## src/rtl/id_ex_reg.sv

```systemverilog
// ID/EX pipeline register with load-use hazard detection,
// branch squash, global hold and a saturating bubble counter.
module id_ex_reg (
   input  logic        clk_i,
   input  logic        rst_i,
   input  logic [31:0] control_i,
   input  logic [31:0] rs_data_i,
   input  logic [31:0] rt_data_i,
   input  logic [31:0] imm_i,
   input  logic [4:0]  rs_i,
   input  logic [4:0]  rt_i,
   input  logic [4:0]  rd_i,
   input  logic [5:0]  funct_i,
   input  logic        flush_i,
   input  logic        hold_i,
   output logic [7:0]  ex_control_o,
   output logic [31:0] ex_rs_data_o,
   output logic [31:0] ex_rt_data_o,
   output logic [31:0] ex_imm_o,
   output logic [4:0]  ex_rs_o,
   output logic [4:0]  ex_rt_o,
   output logic [4:0]  ex_rd_o,
   output logic [5:0]  ex_funct_o,
   output logic        stall_o,
   output logic [15:0] bubble_cnt_o
);

   logic ex_mem_read;
   logic rt_hit;
   logic hz;
   logic bubble;
   logic cnt_sat;
   logic unused_ctrl;

   assign unused_ctrl = ^control_i[31:8];

   assign ex_mem_read = ex_control_o[3];
   assign rt_hit      = (ex_rt_o == rs_i) | (ex_rt_o == rt_i);
   assign hz          = ex_mem_read & (ex_rt_o != 5'd0) & rt_hit;
   assign stall_o     = hz;
   assign bubble      = hz | flush_i;
   assign cnt_sat     = (bubble_cnt_o == 16'hFFFF);

   // Bubbles zero only the control word; the operand fields are don't-care.
   always_ff @(posedge clk_i) begin
      if (rst_i) begin
         ex_control_o <= 8'd0;
         ex_rs_data_o <= 32'd0;
         ex_rt_data_o <= 32'd0;
         ex_imm_o     <= 32'd0;
         ex_rs_o      <= 5'd0;
         ex_rt_o      <= 5'd0;
         ex_rd_o      <= 5'd0;
         ex_funct_o   <= 6'd0;
         bubble_cnt_o <= 16'd0;
      end else if (!hold_i) begin
         ex_control_o <= bubble ? 8'd0 : control_i[7:0];
         ex_rs_data_o <= rs_data_i;
         ex_rt_data_o <= rt_data_i;
         ex_imm_o     <= imm_i;
         ex_rs_o      <= rs_i;
         ex_rt_o      <= rt_i;
         ex_rd_o      <= rd_i;
         ex_funct_o   <= funct_i;
         if (hz && !cnt_sat)
            bubble_cnt_o <= bubble_cnt_o + 16'd1;
      end
   end

endmodule
```

## config.mk

```make
export PLATFORM = sky130hd
export DESIGN_NAME = id_ex_reg
export DESIGN_NICKNAME = d
export VERILOG_FILES = /design/src/rtl/id_ex_reg.sv
export SDC_FILE = /design/constraint.sdc
export NUM_CORES = 1
export LEC_CHECK = 0
export ABC_AREA = 1
export CORE_MARGIN = 4
export CORE_UTILIZATION = 39
export DETAILED_ROUTE_END_ITERATION = 7
export GPL_ROUTABILITY_DRIVEN = 0
export PLACE_DENSITY = 0.8
export SETUP_SLACK_MARGIN = 0.1
export SKIP_CTS_REPAIR_TIMING = 1
export SYNTH_ARGS = -nofsm -noshare
export SYNTH_HDL_FRONTEND = slang
export SYNTH_SLANG_ARGS = --single-unit
```

## constraint.sdc

```tcl
create_clock -name clk_i -period 2 [get_ports clk_i]
set_clock_uncertainty 0.1 [all_clocks]
set_input_delay 0.2 -clock clk_i [delete_from_list [all_inputs] [get_ports clk_i]]
set_output_delay 0.2 -clock clk_i [all_outputs]
set_load 0.03 [all_outputs]
```

## Yosys cells after proc, flatten, opt, wreduce, memory -nomap -nowiden

Index checks and enable logic that the tools add are counted.

| cells by class | value |
|---|---|
| mux-type cells | 1 |
| reductions and logical operators | 4 |
| equality and inequality tests | 3 |
| add/sub/neg operators | 1 |
| bitwise gates (word level) | 5 |

Operators with widths:

| cell | count |
|---|---|
| $add A16 B1 Y16 const B | 1 |
| $eq A16 B16 Y1 const B | 1 |
| $eq A5 B5 Y1 | 2 |
| $mux W8 | 1 |
| $reduce_bool A5 Y1 | 1 |
| $and A1 B1 Y1 | 2 |
| $or A1 B1 Y1 | 2 |
| $reduce_and A2 Y1 | 1 |
| $logic_and A1 B1 Y1 | 1 |
| $logic_not A1 Y1 | 1 |
| $not A1 Y1 | 1 |

| word-level totals | value |
|---|---|
| output and inout bits | 142 |
| flip-flop bits (word level) | 141 |

## Longest topological paths before layout

| depth | value |
|---|---|
| depth after elaboration | 5 |
| mapped depth | 11 |
| mapped depth without buffers | 10 |

## Worst setup path before layout

No wires, ideal clock.

| path | value |
|---|---|
| kind | register -> output |
| from | register ex_rt_o[1] |
| to | output port stall_o |
| setup slack | 0.236 ns |
| arrival | 1.464 ns |
| buffers on the path | 0 |
| stages on the path, launching flop included | 9 |
| data required time | 1.700 ns |
| cell sequence | dfxtp_1 > inv_1 > nand2_1 > nand2_1 > nor2_1 > nand3_1 > nand2_4 > nand2_1 > inv_1 |

| on the way | value |
|---|---|
| cells in the longest elaborated chain, start to end | 3 |
| elaborated cells between the ends (all ways) | 6 |
| classes of those cells | eq/ne (2); bitwise (3); reduce/logical (1) |

RTL lines:

| what | RTL line | source |
|---|---|---|
| from (decl) | 21 | `output logic [4:0] ex_rt_o,` |
| from (signal assigned) | 62 | `ex_rt_o <= rt_i;` |
| $eq A5 B5 Y1 or $reduce_bool A5 Y1 (tied branches) | 38, 39 |  |
| $or A1 B1 Y1 or $and A1 B1 Y1 (tied branches) | 38, 39 |  |
| $and A1 B1 Y1 (*) | 39 | `assign hz = ex_mem_read & (ex_rt_o != 5'd0) & rt_hit;` |
| to (decl) | 24 | `output logic stall_o,` |

Every way passes the cells marked *; elsewhere a longest branch is shown, timed or not.

## Worst setup path in the final report

| path | value |
|---|---|
| from | register ex_rt_o[0] |
| to | output port ex_rt_o[0] |

No word-level cell between the ends.

==> results.md <==
- Counting instances in the post-synthesis netlist gives the leading cell types as nor2_1 (257), dfxtp_1 (141), o21ai_0 (118), nand2_1 (71), inv_1 (38).
- Of the cells placed in the final design, the portion with a size suffix greater than 1 is 0.07586.
- During synthesis, Yosys emitted a total of 0 warnings.
- Synthesis produced a netlist whose cell count is approximately 740.
- The length of the first detailed-routing pass in iterations is 4.
- The initial standard-cell utilization of the core is 0.3960.
- The part of the total power dissipated in the clock network is 0.409.
- The die span in y is ~130 um.
- Ranked by total cell area, the synthesized netlist is headed by dfxtp_1 (52%), nor2_1 (18%), o21ai_0 (11%).
- The switching share of power is 0.2725.
- For this block, the routed nets add up to ~17000 um of wire.
- The worst min-delay path startpoint is hold_i.
- The sequential group share of total power is 0.409.
- The global routing usage summed across all routing layers is 0.2085.
- Summed over all cells, the static leakage comes to about 0.0038 uW.
- The share of the Yosys chip area taken by registers is 0.5155.
- The share of total power dissipated in combinational logic is 0.182.
- The average detailed-routed wire length per instance is around 14 um.
- STA puts the critical path data required time at about 1.7 ns.
- The xor and xnor fraction of the mapped netlist area is 0.01920.
- The worst hold-check path type is primary input to flop.
- The worst setup path category is flop to primary output.
- The headroom to the max-slew limit is 0.7409.
- The number of hold-slack violations in the final timing report is 0.
- STA classifies the critical path startpoint as a flop.
- The H-tree depth is 4.
- The design internal power is about 5500 uW.
- Counting flops with a built-in enable in the synthesized netlist gives 0.
- The number of I/O port buffers is 270.
- The slew at the pin closest to its max-slew limit is just under 0.4 ns.
- The endpoint identified for the worst register-to-register timing path is bubble_cnt_o[9].
- The worst-case hold slack is 0.06538 ns.
- The fraction of the mapped netlist area in compound gates is 0.1337.
- Clock tree synthesis selected as its root buffer the cell clkbuf_16.
- Setup repair after global routing could not meet its margin everywhere.
- The path with the worst hold slack has its endpoint at ex_rt_o[4].
- The first-pass GRT wire length is 26710 um.
- Summed over all nets, the half-perimeter wirelength after detailed placement is 12030 um.
- The cell with the most instances after synthesis is nor2_1.
- The post-CTS clock slew at the launch and capture registers of the worst setup and hold paths is about 0.060 ns.
- In this run the critical register-to-register path is launched from bubble_cnt_o[0].
- The power density of the placed cells is 834.3 mW/mm^2.
- The worst-case register-to-register setup slack is roughly 0.28 ns.
- TritonCTS built the clock tree.
- The power spent charging and discharging nets is just over 2000 uW.
- The peak supply drop is 0.0006575 V.
- The tree built by TritonCTS fans out to ~140 sinks.
- The synthesized design contains 141 register bits.
- Entering global routing, the biggest net connects ~100 pins.
- The number of clock buffers added by TritonCTS is 17.
- The die span in x is 126.5 um.
- The initial antenna violation count is 0.
- just under 300 I/O pins were placed.
- The post-route fraction of the period consumed by the critical path is 0.9317.
- The core area is 0.01383 mm^2.
- The count of pins over their slew limit is 0.
- Of all flip-flops after synthesis, the portion carrying an async set or reset was 0.
- The buffer levels on the longest clock path is 2.
- Setup violations remaining at the end of the flow were counted as 0.
- Compared with the post-synthesis result, the final layout area differs by 64.10%.
- In this run the cell area of the synthesized design comes to approximately 0.0055 mm^2.
- The number of global-route vias before repair is approximately 5200.
- At the end of the flow, the number of nets in the layout was about 1200.
- In the routed design, unresolved DRC markers number 0.
- After filler insertion, the fill cell instance count of the layout stands at approximately 1200.
- The via total after detailed routing is between 5000 and 6000.
- The later pin in the worst-skew pair is clocked with a latency of around 0.42 ns.
- The synthesized area per cell is roughly 7.4 um^2.
- The top fanout value on the critical path is 5.
- The max capacitance violation total is 0.
- The portion of netlist area occupied by mux cells is 0.
- The number of diodes is 0.
- The area share of fa/ha/maj cells after synthesis is 0.002285.
- Based on the critical path, the design can be clocked at up to about 540 MHz.
- The number of library cell types mapped by synthesis is 26.
- The post-route minimum period is roughly 1.9 ns.
- The worst setup path is captured at a primary output.
- The count of nets left with antenna violations after detail routing is 0.
- The number of DRC markers in iteration 0 is about 290.
- The cell type with the largest total area after synthesis is dfxtp_1.
- By area, the combinational part of the netlist is dominated by simple AND/OR/NAND/NOR gates.
- Of the total synthesized cell area, the portion taken by AND, OR, NAND and NOR gates is 0.2633.
- Of the post-synthesis cell area, the dominant cell type holds 0.5155.
- The floorplan has 43 rows.
- The number of cells on the worst hold path is 2.
- Synthesis produced a netlist with a net count of between 800 and 900.
- For this run, the leading register cell type out of synthesis is dfxtp_1.
- After global routing the overflow that remains totals 0.
- Dividing the detail-routed via count by the number of cells gives about 4.7.
- The die covers around 0.016 mm^2.
- The flow ran to the end, and the final reports show no timing, DRC or antenna violations.
- The data arrival at the endpoint of the critical path is around 1.6 ns.
- The worst reg-to-reg path cell count is 9.
- The core utilization of the finished layout is 0.6498.
## critical path, stage by stage, from the launching register on
cell	delay, ns
dfxtp_4	0.37
buf_4	0.11
clkdlybuf4s50_1	0.67
## per-stage QoR
step / std cells / setup slack [ns] / TNS, ns / power [uW] / instance area [um^2]
finish: 1195 / 0.1367 / 0 / 7496 / 8985
global route: 1195 / 0.05585 / 0 / 7813 / 8985
CTS: 1191 / -0.07580 / -0.07580 / 7558 / 8915
detailed placement: 1159 / 0.07179 / 0 / 4486 / 8342
global placement: 1159 / 0.1121 / 0 / 4462 / 8342
floorplan: 742 / 0.2361 / 0 / 3791 / 5475
## metal layers
| layer | GRT usage | vias to the layer above | routed length [um] |
|---|---|---|---|
| met5 | 0 | - | 0 |
| met4 | 0.09653 | 0 | 490 |
| met3 | 0.06063 | 29 | 1257 |
| met2 | 0.3515 | 184 | 8330 |
| met1 | 0.2443 | 2492 | 6891 |
| li1 | - | 2874 | - |
## worst max path at each step
stage,endpoint,start,slack (ns),cells past startpoint
4_1_cts,stall_o,ex_rt_o[1],-0.08,9
3_5_place_dp,bubble_cnt_o[2],rs_i[1],0.07,11
5_1_grt,stall_o,ex_rt_o[0],0.06,9
2_1_floorplan,stall_o,ex_rt_o[1],0.24,8
6_report,ex_rt_o[0],ex_rt_o[0],0.14,2
3_3_place_gp,bubble_cnt_o[2],rs_i[1],0.11,11
## power groups by stage
stage | registers (uW) | logic [uW] | clock network, uW
floorplan | 3460 | 327 | 0
global placement | 3120 | 1340 | 0
detailed placement | 3130 | 1350 | 0
CTS | 3070 | 1360 | 3130
global route | 3090 | 1460 | 3260
finish | 3070 | 1360 | 3060
## cell families (layout without fill, tap and decap cells)
logic type / count (synthesis) / in the layout
and+or+nand+nor: 360 / 360
AOI/OAI and AO/OA: 141 / 141
DFF: 141 / 141
buffers and inverters: 87 / 360
xor gates and xnor gates: 12 / 12
adders and majority gates: 1 / 1
## state kept, by name, indices dropped and copies added, names as in the netlist
name / flops
ex_rs_data_o: 32
ex_rd_o: 5
bubble_cnt_o: 16
ex_control_o: 8
ex_funct_o: 6
ex_rs_o: 5
ex_rt_data_o: 32
ex_imm_o: 32
ex_rt_o: 5
## layout by cell type (no fill, tap or decap), drive strengths merged
master,count
inv,46
dlymetal6s2s,4
o21ai,118
bufinv,2
ha,1
clkinv,8
xnor2,2
a21oi,17
nand2,73
xor2,10
clkdlybuf4s50,264
nor3,5
nor2,260
o21bai,6
buf,16
clkinvlp,2
nand4,15
clkbuf,18
nand3,7
dfxtp,141
## layout make-up
cell class              count  area, um^2  area share
clock inverters            14       143.9     0.01601
clock buffers              18       429.2     0.04776
repair buffers            284        2879      0.3204
well taps                 180       225.2     0.02507
multi-input cells         514        2308      0.2569
inverters                  44       167.7     0.01866
flip-flops and latches    141        2831      0.3151
Power figures use the tool's default switching activity.
